[src/rtl/dm_cache_ctrl_if.sv]
// CPU-side request/response and main-memory access signals of the direct-mapped cache.
// slave = cache controller, master = CPU plus main memory around it.
interface dm_cache_ctrl_if #(
    parameter int ADDR_WIDTH = 32,
    parameter int DATA_WIDTH = 32
);
    logic                  cpu_req;
    logic                  cpu_we;
    logic [ADDR_WIDTH-1:0] cpu_addr;
    logic [DATA_WIDTH-1:0] cpu_wdata;
    logic                  flush;
    logic                  cpu_busy;
    logic                  cpu_ready;
    logic [DATA_WIDTH-1:0] cpu_rdata;
    logic                  cpu_hit;
    logic                  mem_req;
    logic                  mem_mode;
    logic [ADDR_WIDTH-1:0] mem_addr;
    logic [DATA_WIDTH-1:0] mem_wdata;
    logic [DATA_WIDTH-1:0] mem_rdata;
    logic                  mem_flag;

    modport slave (
        input  cpu_req, cpu_we, cpu_addr, cpu_wdata, flush, mem_rdata, mem_flag,
        output cpu_busy, cpu_ready, cpu_rdata, cpu_hit, mem_req, mem_mode, mem_addr, mem_wdata
    );

    modport master (
        output cpu_req, cpu_we, cpu_addr, cpu_wdata, flush, mem_rdata, mem_flag,
        input  cpu_busy, cpu_ready, cpu_rdata, cpu_hit, mem_req, mem_mode, mem_addr, mem_wdata
    );
endinterface

[src/rtl/dm_cache_ctrl.sv]
// Direct-mapped, write-through, no-write-allocate cache controller, one word per line.
// Read hits are served locally; read misses and all writes go to main memory.
module dm_cache_ctrl #(
    parameter int ADDR_WIDTH = 32,
    parameter int DATA_WIDTH = 32,
    parameter int INDEX_BITS = 4,
    parameter int CNT_WIDTH  = 16
) (
    input  logic                 clk,
    input  logic                 rst_n,
    dm_cache_ctrl_if.slave       bus,
    output logic [CNT_WIDTH-1:0] hit_count,
    output logic [CNT_WIDTH-1:0] miss_count
);
    localparam int LINES = 1 << INDEX_BITS;
    localparam int TAG_W = ADDR_WIDTH - INDEX_BITS;

    typedef enum logic [2:0] {S_IDLE, S_LOOKUP, S_MEM_RD, S_MEM_WR, S_RESP} state_t;

    state_t                  state_q, state_d;
    logic [LINES-1:0]        valid_q, valid_d;
    logic                    we_q, we_d;
    logic [ADDR_WIDTH-1:0]   addr_q, addr_d;
    logic [DATA_WIDTH-1:0]   wdata_q, wdata_d;
    logic [DATA_WIDTH-1:0]   rdata_q, rdata_d;
    logic                    hit_q, hit_d;
    logic [CNT_WIDTH-1:0]    hcnt_q, hcnt_d;
    logic [CNT_WIDTH-1:0]    mcnt_q, mcnt_d;

    logic [TAG_W-1:0]        tag_q  [LINES];
    logic [DATA_WIDTH-1:0]   data_q [LINES];

    logic [INDEX_BITS-1:0]   idx;
    logic [TAG_W-1:0]        tag;
    logic                    lookup_hit;
    logic                    line_we;
    logic                    line_fill;
    logic [DATA_WIDTH-1:0]   line_wdata;

    assign idx        = addr_q[INDEX_BITS-1:0];
    assign tag        = addr_q[ADDR_WIDTH-1:INDEX_BITS];
    assign lookup_hit = valid_q[idx] && (tag_q[idx] == tag);

    always_comb begin
        state_d    = state_q;
        valid_d    = valid_q;
        we_d       = we_q;
        addr_d     = addr_q;
        wdata_d    = wdata_q;
        rdata_d    = rdata_q;
        hit_d      = hit_q;
        hcnt_d     = hcnt_q;
        mcnt_d     = mcnt_q;
        line_we    = 1'b0;
        line_fill  = 1'b0;
        line_wdata = wdata_q;
        case (state_q)
            S_IDLE: begin
                // flush and a same-edge request both act; the lookup sees the cleared array
                if (bus.flush) valid_d = '0;
                if (bus.cpu_req) begin
                    we_d    = bus.cpu_we;
                    addr_d  = bus.cpu_addr;
                    wdata_d = bus.cpu_wdata;
                    state_d = S_LOOKUP;
                end
            end
            S_LOOKUP: begin
                if (!we_q) begin
                    if (lookup_hit) begin
                        rdata_d = data_q[idx];
                        hit_d   = 1'b1;
                        hcnt_d  = (hcnt_q == '1) ? hcnt_q : hcnt_q + 1'b1;
                        state_d = S_RESP;
                    end else begin
                        mcnt_d  = (mcnt_q == '1) ? mcnt_q : mcnt_q + 1'b1;
                        state_d = S_MEM_RD;
                    end
                end else begin
                    // write-through: refresh a hit line, never allocate on a miss
                    line_we = lookup_hit;
                    state_d = S_MEM_WR;
                end
            end
            S_MEM_RD: begin
                if (bus.mem_flag) begin
                    line_we      = 1'b1;
                    line_fill    = 1'b1;
                    line_wdata   = bus.mem_rdata;
                    valid_d[idx] = 1'b1;
                    rdata_d      = bus.mem_rdata;
                    hit_d        = 1'b0;
                    state_d      = S_RESP;
                end
            end
            S_MEM_WR: begin
                if (bus.mem_flag) begin
                    hit_d   = 1'b0;
                    state_d = S_RESP;
                end
            end
            S_RESP:  state_d = S_IDLE;
            default: state_d = S_IDLE;
        endcase
    end

    always_ff @(posedge clk or negedge rst_n) begin
        if (!rst_n) begin
            state_q <= S_IDLE;
            valid_q <= '0;
            we_q    <= 1'b0;
            addr_q  <= '0;
            wdata_q <= '0;
            rdata_q <= '0;
            hit_q   <= 1'b0;
            hcnt_q  <= '0;
            mcnt_q  <= '0;
        end else begin
            state_q <= state_d;
            valid_q <= valid_d;
            we_q    <= we_d;
            addr_q  <= addr_d;
            wdata_q <= wdata_d;
            rdata_q <= rdata_d;
            hit_q   <= hit_d;
            hcnt_q  <= hcnt_d;
            mcnt_q  <= mcnt_d;
        end
    end

    // Tag/data storage carries no reset; valid bits guard it.
    always_ff @(posedge clk) begin
        if (line_we) begin
            data_q[idx] <= line_wdata;
            if (line_fill) tag_q[idx] <= tag;
        end
    end

    assign bus.cpu_busy  = (state_q != S_IDLE);
    assign bus.cpu_ready = (state_q == S_RESP);
    assign bus.cpu_rdata = rdata_q;
    assign bus.cpu_hit   = hit_q;
    assign bus.mem_req   = (state_q == S_MEM_RD) || (state_q == S_MEM_WR);
    assign bus.mem_mode  = (state_q == S_MEM_WR);
    assign bus.mem_addr  = addr_q;
    assign bus.mem_wdata = wdata_q;
    assign hit_count     = hcnt_q;
    assign miss_count    = mcnt_q;
endmodule

[src/flat_wrapper.sv]
// flat-port wrapper written by rule: the top's interface ports become plain ports
module dm_cache_ctrl_flat 
#(
    parameter int ADDR_WIDTH = 32,
    parameter int DATA_WIDTH = 32,
    parameter int INDEX_BITS = 4,
    parameter int CNT_WIDTH  = 16
)
  (clk, rst_n, hit_count, miss_count, bus_cpu_req, bus_cpu_we, bus_cpu_addr, bus_cpu_wdata, bus_flush, bus_mem_rdata, bus_mem_flag, bus_cpu_busy, bus_cpu_ready, bus_cpu_rdata, bus_cpu_hit, bus_mem_req, bus_mem_mode, bus_mem_addr, bus_mem_wdata);
  dm_cache_ctrl_if #(.ADDR_WIDTH(ADDR_WIDTH), .DATA_WIDTH(DATA_WIDTH)) bus_i ();
  input  logic clk;
  input  logic rst_n;
  output logic [CNT_WIDTH-1:0] hit_count;
  output logic [CNT_WIDTH-1:0] miss_count;
  input wire logic [$bits(bus_i.cpu_req)-1:0] bus_cpu_req;
  input wire logic [$bits(bus_i.cpu_we)-1:0] bus_cpu_we;
  input wire logic [$bits(bus_i.cpu_addr)-1:0] bus_cpu_addr;
  input wire logic [$bits(bus_i.cpu_wdata)-1:0] bus_cpu_wdata;
  input wire logic [$bits(bus_i.flush)-1:0] bus_flush;
  input wire logic [$bits(bus_i.mem_rdata)-1:0] bus_mem_rdata;
  input wire logic [$bits(bus_i.mem_flag)-1:0] bus_mem_flag;
  output wire logic [$bits(bus_i.cpu_busy)-1:0] bus_cpu_busy;
  output wire logic [$bits(bus_i.cpu_ready)-1:0] bus_cpu_ready;
  output wire logic [$bits(bus_i.cpu_rdata)-1:0] bus_cpu_rdata;
  output wire logic [$bits(bus_i.cpu_hit)-1:0] bus_cpu_hit;
  output wire logic [$bits(bus_i.mem_req)-1:0] bus_mem_req;
  output wire logic [$bits(bus_i.mem_mode)-1:0] bus_mem_mode;
  output wire logic [$bits(bus_i.mem_addr)-1:0] bus_mem_addr;
  output wire logic [$bits(bus_i.mem_wdata)-1:0] bus_mem_wdata;
  assign bus_i.cpu_req = bus_cpu_req;
  assign bus_i.cpu_we = bus_cpu_we;
  assign bus_i.cpu_addr = bus_cpu_addr;
  assign bus_i.cpu_wdata = bus_cpu_wdata;
  assign bus_i.flush = bus_flush;
  assign bus_i.mem_rdata = bus_mem_rdata;
  assign bus_i.mem_flag = bus_mem_flag;
  assign bus_cpu_busy = bus_i.cpu_busy;
  assign bus_cpu_ready = bus_i.cpu_ready;
  assign bus_cpu_rdata = bus_i.cpu_rdata;
  assign bus_cpu_hit = bus_i.cpu_hit;
  assign bus_mem_req = bus_i.mem_req;
  assign bus_mem_mode = bus_i.mem_mode;
  assign bus_mem_addr = bus_i.mem_addr;
  assign bus_mem_wdata = bus_i.mem_wdata;
  dm_cache_ctrl #(.ADDR_WIDTH(ADDR_WIDTH), .DATA_WIDTH(DATA_WIDTH), .INDEX_BITS(INDEX_BITS), .CNT_WIDTH(CNT_WIDTH)) u_core (.clk(clk), .rst_n(rst_n), .bus(bus_i), .hit_count(hit_count), .miss_count(miss_count));
endmodule
[config.mk]
export PLATFORM = sky130hd
export DESIGN_NAME = dm_cache_ctrl_flat
export DESIGN_NICKNAME = d
export VERILOG_FILES = /design/src/rtl/dm_cache_ctrl_if.sv /design/src/rtl/dm_cache_ctrl.sv /design/src/flat_wrapper.sv
export SDC_FILE = /design/constraint.sdc
export NUM_CORES = 1
export LEC_CHECK = 0
export CAP_MARGIN = 15
export CELL_PAD_IN_SITES_DETAIL_PLACEMENT = 1
export CELL_PAD_IN_SITES_GLOBAL_PLACEMENT = 1
export CORE_MARGIN = 2
export CORE_UTILIZATION = 59
export CTS_BUF_LIST = sky130_fd_sc_hd__clkbuf_2
export DETAILED_ROUTE_END_ITERATION = 8
export PLACE_DENSITY_LB_ADDON = 0.05
export SLEW_MARGIN = 20
export SYNTH_ARGS = -nofsm -noshare
export SYNTH_HDL_FRONTEND = slang
export SYNTH_SLANG_ARGS = --single-unit
[constraint.sdc]
create_clock -name clk -period 9.7 [get_ports clk]
set_clock_uncertainty 0.15 [all_clocks]
set_input_delay 2.91 -clock clk [delete_from_list [all_inputs] [get_ports clk]]
set_output_delay 2.91 -clock clk [all_outputs]
set_load 0.02 [all_outputs]
==> impl_metrics.ini, run 1 <==
[sta]
final_critical_path_setup_slack_ns = 2.88
max_slew_margin_pct = 28.2
max_freq_ghz = 0.147
post-route-min-period_ns = 6.82
worstMarginPinSlew_ns = 1.08
drv_slew = 0
final_min_period_over_clock_period_pct = 70.3
finalSetupTns_ns = 0
final-hold-violation-count = 0
setup_viol = 0
setup_repair_after_global_routing_missed_its_margin = no

[synth]
synth_top_cells_by_count = edfxtp_1 (960), mux4_2 (238), dfrtp_1 (149), nand2_1 (139), mux2i_1 (116)
synth_edf_count = 960
ys_async_sr_fraction_pct = 13.4
synthesis.nets = 2345
ys_types = 67
yosys_register_bits = 1109
leading_cell_type_by_number_of_instances_after_synthesis = edfxtp_1
yosysTopAreaCell = edfxtp_1
cell_area_after_technology_mapping_mm2 = 0.0441
ys_seq_area_share_pct = 73.8
postSynthAreaPerCell_um2 = 19.7
synthDominantCellAreaShare_pct = 65.4
synth.yosys.warnings = 0
most_used_flip_flop_cell_after_synthesis = edfxtp_1
netlist_top_cells_area = edfxtp_1 (65%), mux4_2 (12%), dfrtp_1 (8.5%)
netlist_instances = 2241

[route]
ant_nets = 0
dr.max_layer_used = met4
wl_per_cell_um = 28.6
vias = 24200
routed_wire_length_on_met3_um = 7430
detail_route.wirelength.met1_um = 43200
met2_length_um = 58000
detail_route.drc_violations = 0
drt_wl_total_um = 111000
drt-initial-drc-count = 2277
drt_pass1_iterations = 7
post_drt_via_cell_ratio = 6.23

[place]
gpl.final_weighted_congestion = 0.831
placed_cells_incl_taps = 3385
detailedPlacementHpwl_um = 64000
placement.io_buffers = 234
placed_cell_area_mm2 = 0.0479
dp_slack_ns = 3.21

[worst_hold_path]
hold_start = u_core.valid_q[6]$_DFFE_PN0P_
min_to = u_core.valid_q[6]$_DFFE_PN0P_
holdPathStages = 1
min-delay-path-class = flop to flop

[power_and_ir_drop]
p_leak_nw = 17.7
cellPowerDensity_mw_per_mm2 = 300
ir_worst_vdd_uv = 221

[setup_path]
worstPathCellList = buf_12, clkdlybuf4s50_1
regToRegStartpoint = u_core.bus.mem_addr[0]$_DFFE_PN0P_
crit_slowest_cell = dfrtp_4
worst_setup_path_end_kind = primary output
critical_path_arrival_ns = 3.76
r2r_end = u_core.data_q[6][14]$_DFFE_PP_
cp_num_buf_inv = 2
regToRegSetupSlack_ns = 3.19
timing.setup.critical_path_class = flop to primary output
crit_family = buffers and inverters
crit_path_start_kind = flop
logic_depth_of_the_worst_path_buffers_included = 2
worst-path-max-fanout = 123
cp_launch_point = u_core.bus.mem_addr[1]$_DFFE_PN0P_
timing.critical_path.required_ns = 6.64
worstRegToRegCells = 12
timing.critical_path.slowest_cell_delay_ns = 0.99

[floorplan]
placementRows = 100
floorplan.initialDensity_pct = 59.4
die_area_mm2 = 0.0770
die_boundary_height_um = 277
die-width_um = 277
design.core.area_mm2 = 0.0742
ios = 235

[job]
maxCapViolCount = 0

[global_routing]
grt_util_all_layers_pct = 29.9
globalRoute.totalOverflow = 0
wire_length_of_the_first_global_routing_pass_um = 169000
grt_start_max_net_pins = 124
grt_pass1_vias = 27100
antenna_found_initial = 2

[clock_network]
clockRootBuffer = clkbuf_2
post-cts-setup-buffer-count = 0
cts-resized-gates = 0
cts-root-to-sink-buffers = 4
clock_sinks = 1109
clock_latency_on_the_worst_skew_pair_ns = 1.38
cts_hold_repair.buffers = 0
htreeDepth = 5
cts_buffers = 292
clk_transition_reported_paths_ns = 0.11
tritoncts = yes

[outcome]
outcome = finished clean

[cells_and_area]
layout-drive-gt1-share_pct = 31.2
n_fill_cell = 6353
finalNetCount = 2815
multi_input_comb_area_mm2 = 0.0111
finalCoreUtilization_pct = 68.1
finish.cell_count_without_fillers = 3886
layout.cell_area.non_filler_mm2 = 0.0505
layout-area-overhead-vs-synth_pct = 14.6
final-seq-area_mm2 = 0.0326
[cells in the final DEF, fill, tap and decap left out, drive strengths merged, types with 3 or more instances in the layout]
master,count
a31oi,3
nand2,139
xor2,21
nor2b,8
nand2b,11
o22ai,12
and4,4
a2bb2oi,3
a221oi,6
a22o,4
xnor2,34
a21oi,6
mux4,238
buf,63
and3,16
nor3,35
clkdlybuf4s50,233
clkbuf,432
nor4,10
nand4,16
a211oi,6
mux2i,116
clkinv,54
a21o,18
or2,4
inv,17
nand3,25
dfrtp,149
mux2,95
a22oi,47
o221ai,3
and2,7
bufinv,6
nor2,66
o21ai,16
edfxtp,960
[cell families after synthesis]
| group | count (synthesis) | synth area share [%] |
|---|---|---|
| flops | 1109 | 73.8 |
| mux | 449 | 17.2 |
| simple gates | 349 | 3.76 |
| compound gates | 146 | 2.49 |
| buf+inv | 131 | 1.57 |
| xor+xnor | 55 | 1.09 |
| fa+ha+maj | 2 | 0.0567 |
[how the worst max path moves through the flow]
stage | to | slack, ns
4_1_cts | bus_mem_addr[1] | 2.57
3_3_place_gp | u_core.bus.cpu_rdata[1]$_DFFE_PN0P_ | 3.62
3_5_place_dp | u_core.bus.cpu_rdata[4]$_DFFE_PN0P_ | 3.21
2_1_floorplan | u_core.data_q[0][0]$_DFFE_PP_ | 2.72
6_report | bus_mem_addr[1] | 2.88
5_1_grt | bus_mem_addr[1] | 2.56
[power by group]
group | internal (W) | switching (W) | leakage [nW]
Combinational | 0.00220 | 0.00292 | 5.21
Sequential | 0.00625 | 0.000590 | 10.5
Clock | 0.00133 | 0.00186 | 2.01
Total | 0.00979 | 0.00538 | 17.7
[cell type report]
| type | instances | share of cell area, % |
|---|---|---|
| inverters | 10 | 0.0743 |
| diodes | 2 | 0.00990 |
| repair buffers | 297 | 6.04 |
| clock buffers | 431 | 4.27 |
| clock inverters | 67 | 0.832 |
| multi-input cells | 1001 | 21.9 |
| well taps | 969 | 2.40 |
| flip-flops and latches | 1109 | 64.4 |
[per-stage QoR]
stage | total power, W | hold WS, ns
2_1_floorplan | 0.0101 | 0.294
3_3_place_gp | 0.0118 | 0.304
3_5_place_dp | 0.0121 | 0.313
4_1_cts | 0.0153 | 0.337
5_1_grt | 0.0159 | 0.346
6_report | 0.0152 | 0.332
[flip-flops by register name, indices dropped and copies added (netlist names)]
signal and cells:
u_core.bus.mem_addr 32, u_core.miss_count 16, u_core.data_q 512, u_core.valid_q 16, u_core.bus.mem_wdata 32, u_core.state_q 3
u_core.we_q 1, u_core.tag_q 448, u_core.bus.cpu_rdata 32, u_core.bus.cpu_hit 1, u_core.hit_count 16
[layer usage]
metal,GRT usage [%],vias to the layer above
met5,0,-
met4,11.0,0
met3,6.14,232
met2,50.3,1074
met1,38.9,12800
li1,-,10200
Power figures use the tool's default switching activity.
==> run 2: changes to the inputs <==
- CORE_UTILIZATION: 59 -> 49
- clock period: 9.7 -> 6.2 ns (I/O delays scaled with it)
==> impl_metrics.ini, run 2 (synthesized netlist as in run 1, its figures left out) <==
[clock_network]
cts_hold_repair.buffers = 0
tritoncts = yes
clockRootBuffer = clkbuf_2
clock_sinks = 1109
cts_buffers = 298
post-cts-setup-buffer-count = 0
cts-root-to-sink-buffers = 4
htreeDepth = 5
clk_transition_reported_paths_ns = 0.10
clock_latency_on_the_worst_skew_pair_ns = 1.46
cts-resized-gates = 0

[route]
detail_route.drc_violations = 0
wl_per_cell_um = 27.5
drt_wl_total_um = 113000
ant_nets = 0
drt-initial-drc-count = 1840
drt_pass1_iterations = 6
post_drt_via_cell_ratio = 5.81
vias = 24000

[place]
gpl.final_weighted_congestion = 0.818
placed_cells_incl_taps = 3610
detailedPlacementHpwl_um = 67400
placement.io_buffers = 234

[sta]
finalSetupTns_ns = 0
worstMarginPinSlew_ns = 1.05
setup_viol = 0
final_min_period_over_clock_period_pct = 90.7
max_slew_margin_pct = 30.2
final.hold.worst_slack_ns = 0.220
drv_slew = 0
setup_repair_after_global_routing_missed_its_margin = no
post-route-min-period_ns = 5.62
max_freq_ghz = 0.178
final-hold-violation-count = 0

[global_routing]
grt_util_all_layers_pct = 24.9
wire_length_of_the_first_global_routing_pass_um = 169000
grt_pass1_vias = 26000
grt_start_max_net_pins = 99
globalRoute.totalOverflow = 0
antenna_found_initial = 5

[cells_and_area]
largest_register_ff_count = 512
layout-drive-gt1-share_pct = 31.3
finalCoreUtilization_pct = 56.9
top_register = u_core.data_q
finish.cell_count_without_fillers = 4125
final_cell_mix = edfxtp_1 (960), clkbuf_2 (431), mux4_2 (238), clkdlybuf4s50_1 (233), dfrtp_1 (145)
n_fill_cell = 8017
top_regs = u_core.data_q (512), u_core.tag_q (448)
layout-area-overhead-vs-synth_pct = 15.5
finalNetCount = 2839
layout_commonest_cell = edfxtp_1

[power_and_ir_drop]
p_leak_nw = 17.8
ir_worst_vdd_uv = 223
power.total_w = 0.0238
cellPowerDensity_mw_per_mm2 = 467

[floorplan]
placementRows = 110
floorplan.initialDensity_pct = 49.2
die-width_um = 304
die_area_mm2 = 0.0924
ios = 235
design.core.area_mm2 = 0.0896
die_boundary_height_um = 304

[setup_path]
critical_path_arrival_ns = 6.51
r2r_end = u_core.data_q[6][22]$_DFFE_PP_
regToRegSetupSlack_ns = 0.58
cp_launch_point = u_core.bus.mem_addr[3]$_DFFE_PN0P_
worstRegToRegCells = 11
worst_setup_path_end_kind = flop
timing.setup.critical_path_class = flop to flop
regToRegStartpoint = u_core.bus.mem_addr[3]$_DFFE_PN0P_
worst-path-max-fanout = 56
crit_path_start_kind = flop
timing.critical_path.required_ns = 7.09

[outcome]
outcome = finished clean

[job]
maxCapViolCount = 0

[worst_hold_path]
min-delay-path-class = input port to asynchronous set/reset pin
==> run 2: changes by cell type in the layout (fill, tap and decap cells not counted) <==
cell / delta
clkinv_1: +17
buf_12: +14
buf_4: +13
buf_16: -8
diode_2: +4
inv_2: -3
bufinv_16: -2
clkinv_2: -2
buf_6: -1
==> run 2: worst max path at each step <==
stage and endpoint:
3_5_place_dp u_core.data_q[9][2]$_DFFE_PP_, 4_1_cts bus_cpu_ready, 5_1_grt u_core.data_q[1][15]$_DFFE_PP_, 6_report u_core.data_q[6][22]$_DFFE_PP_, 3_3_place_gp u_core.data_q[3][8]$_DFFE_PP_, 2_1_floorplan u_core.data_q[0][0]$_DFFE_PP_
==> run 2: layout make-up <==
| class | count | area (um2) | share of cell area, % |
|---|---|---|---|
| Antenna cell | 6 | 15.0 | 0.0295 |
| Clock buffer | 431 | 2160 | 4.23 |
| Clock inverter | 77 | 403 | 0.791 |
| Inverter | 10 | 37.5 | 0.0737 |
| Multi-Input combinational cell | 1001 | 11100 | 21.8 |
| Sequential cell | 1109 | 32600 | 63.9 |
| Tap cell | 1176 | 1470 | 2.89 |
| Timing Repair Buffer | 315 | 3200 | 6.28 |
==> run 2: worst max-delay path, stage by stage (launching register included) <==
cell and delay, ns:
dfrtp_4 0.88, buf_12 0.41, mux2_2 0.38, o22a_1 0.22, a21o_1 0.17, a2111oi_2 0.53, nand4_1 0.46, a211oi_2 0.33
nand4_1 0.31, o21a_1 0.60, nor3_2 0.37, buf_12 0.31
==> run 2: stage by stage <==
stage,setup slack (ns),area [um2]
3_3_place_gp,0.778,48300
6_report,0.579,50900
3_5_place_dp,0.653,48300
2_1_floorplan,-0.173,44100
5_1_grt,0.344,50900
4_1_cts,0.532,50900
==> run 2: power breakdown <==
group	switching, W	total (W)	leakage, nW	internal (W)
Clock	0.00293	0.00495	1.99	0.00201
Combinational	0.00457	0.00806	5.30	0.00349
Sequential	0.00102	0.0108	10.5	0.00978
==> run 2: routing by layer <==
| metal | global-route usage, % | up-vias | wire [um] |
|---|---|---|---|
| met3 | 5.21 | 219 | 6760 |
| li1 | - | 10200 | - |
| met1 | 33.7 | 12600 | 47800 |
| met5 | 0 | - | 13 |
| met2 | 40.2 | 857 | 55700 |
| met4 | 9.51 | 2 | 3180 |
==> run 3: changes to the inputs <==
- ABC_AREA: not set -> 1
- CORE_UTILIZATION: 49 -> 46
==> impl_metrics.ini, run 3 <==
[outcome]
outcome = finished clean

[sta]
final_min_period_over_clock_period_pct = 94.5
setup_viol = 0
max_freq_ghz = 0.171
final-hold-violation-count = 0
worstMarginPinSlew_ns = 1.07
setup_repair_after_global_routing_missed_its_margin = no
post-route-min-period_ns = 5.86
finalSetupTns_ns = 0
drv_slew = 0
max_slew_margin_pct = 28.8

[synth]
postSynthAreaPerCell_um2 = 11.7
ys_types = 36
netlist_top_cells_area = edfxtp_1 (64%), nand2_1 (13%), dfrtp_1 (8.2%)
synth_top_cells_by_count = nand2_1 (1524), edfxtp_1 (960), a22oi_1 (256), nor2_1 (224), dfrtp_1 (149)
cell_area_after_technology_mapping_mm2 = 0.0452
yosys.area_share.adder_pct = 0.0553
synthDominantCellAreaShare_pct = 63.7
synth.yosys.warnings = 0
netlist_instances = 3856
synth_simple_gate_area_share_pct = 16.4
synth-xor-area-share_pct = 0.368
most_used_flip_flop_cell_after_synthesis = edfxtp_1
leading_cell_type_by_number_of_instances_after_synthesis = nand2_1
synth.mux.area_fraction_pct = 1.54
synth_compound_area_share_pct = 7.02
ys_async_sr_fraction_pct = 13.4
dominant_combinational_cell_family_by_area_after_synthesis = simple AND/OR/NAND/NOR gates
ys_seq_area_share_pct = 72.0
synthesis.nets = 3960
synth_edf_count = 960
yosys_register_bits = 1109
yosysTopAreaCell = edfxtp_1

[cells_and_area]
layout-drive-gt1-share_pct = 15.2
layout-area-overhead-vs-synth_pct = 15.5
final_cell_mix = nand2_1 (1523), edfxtp_1 (960), clkbuf_2 (464), a22oi_1 (256), clkdlybuf4s50_1 (233)
n_fill_cell = 10400
layout_commonest_cell = nand2_1
largest_register_ff_count = 512
top_regs = u_core.data_q (512), u_core.tag_q (448)
final-seq-area_mm2 = 0.0326
finalCoreUtilization_pct = 53.4
finalNetCount = 4402
multi_input_comb_area_mm2 = 0.0118
top_register = u_core.data_q

[route]
detail_route.drc_violations = 0
vias = 31900
drt_pass1_iterations = 5
wl_per_cell_um = 23.9
ant_nets = 0
drt_wl_total_um = 138000
post_drt_via_cell_ratio = 5.51
drt-initial-drc-count = 2275

[power_and_ir_drop]
cellPowerDensity_mw_per_mm2 = 472
power.total_w = 0.0246
p_leak_nw = 20.3
ir_worst_vdd_uv = 450

[job]
maxCapViolCount = 0

[setup_path]
worst_setup_path_end_kind = primary output
crit_slowest_cell = clkdlybuf4s50_1
worstPathCellList = buf_4, buf_4, clkdlybuf4s50_1
timing.setup.critical_path_class = flop to primary output
timing.critical_path.required_ns = 4.19
critical_path_arrival_ns = 3.85
crit_path_start_kind = flop
worst-path-max-fanout = 38
worstRegToRegCells = 20
timing.critical_path.mode_cell = buf_4
timing.critical_path.slowest_cell_delay_ns = 0.74
regToRegSetupSlack_ns = 1.35

[floorplan]
ios = 235
placementRows = 115
die_boundary_height_um = 318
die_area_mm2 = 0.101
die-width_um = 318
design.core.area_mm2 = 0.0978
floorplan.initialDensity_pct = 46.2

[clock_network]
clock_latency_on_the_worst_skew_pair_ns = 1.51
cts-resized-gates = 0
cts_buffers = 307
clockRootBuffer = clkbuf_2
clk_transition_reported_paths_ns = 0.11
tritoncts = yes
htreeDepth = 5
clock_sinks = 1109
cts_hold_repair.buffers = 0
cts-root-to-sink-buffers = 4
post-cts-setup-buffer-count = 0

[place]
detailedPlacementHpwl_um = 79100
gpl.final_weighted_congestion = 0.822
placement.io_buffers = 234

[global_routing]
globalRoute.totalOverflow = 0
wire_length_of_the_first_global_routing_pass_um = 210000
grt_util_all_layers_pct = 27.6
grt_pass1_vias = 34500
grt_start_max_net_pins = 104
antenna_found_initial = 1

[worst_hold_path]
min-delay-path-class = input port to asynchronous set/reset pin
-- run 3: worst paths after layout --
check                                                     from                                    to
setup reg to reg            u_core.bus.mem_addr[0]$_DFFE_PN0P_        u_core.data_q[1][29]$_DFFE_PP_
hold / removal                                           rst_n     u_core.miss_count[10]$_DFFE_PN0P_
min in group clk           u_core.bus.mem_addr[24]$_DFFE_PN0P_         u_core.tag_q[3][20]$_DFFE_PP_
hold reg to reg            u_core.bus.mem_addr[24]$_DFFE_PN0P_         u_core.tag_q[3][20]$_DFFE_PP_
max in group asynchronous                                rst_n  u_core.bus.cpu_rdata[29]$_DFFE_PN0P_
setup / recovery            u_core.bus.mem_addr[1]$_DFFE_PN0P_                       bus_mem_addr[1]
-- run 3: metrics by stage --
stage / setup slack (ns) / cells / hold slack (ns) / area [um2]
2_1_floorplan: 1.56 / 3856 / 0.311 / 45200
3_3_place_gp: 1.42 / 5275 / 0.326 / 49600
3_5_place_dp: 1.34 / 5275 / 0.336 / 49600
4_1_cts: 0.100 / 5785 / 0.0373 / 52200
5_1_grt: 0.0691 / 5787 / 0.0849 / 52200
6_report: 0.338 / 5787 / 0.207 / 52200
-- run 3: cell type report --
cell class                      instances  share of cell area, %
Clock buffer                          464                   4.45
Timing Repair Buffer                  324                   6.21
Tap cell                             1287                   3.08
Multi-Input combinational cell       2456                   22.6
Clock inverter                         46                  0.541
Antenna cell                            1                0.00479
Inverter                              100                  0.750
Sequential cell                      1109                   62.3
-- run 3: worst max-delay path, delay by kind of cell, from the launching register on --
family	cells	cell delay, ns
flip-flops	1	0.59
buffers and inverters	3	1.72
-- run 3: where the power goes --
group / switching [W] / leakage [nW] / internal, W
Clock: 0.00303 / 2.07 / 0.00212
Sequential: 0.000702 / 10.5 / 0.00968
Combinational: 0.00638 / 7.73 / 0.00272
-- run 3: kinds of logic after synthesis --
logic type               after synthesis
AND/OR/NAND/NOR                     1902
flip-flops                          1109
AO/OA/AOI/OAI                        471
buffers and inverters                291
multiplexers                          62
XOR/XNOR                              19
adder cells (fa/ha/maj)                2
-- run 3: routing by layer --
layer | GRT usage, % | wire length (um)
met4 | 8.33 | 2680
met3 | 5.56 | 7800
met5 | 0 | 0
met2 | 47.4 | 69400
met1 | 35.5 | 58500
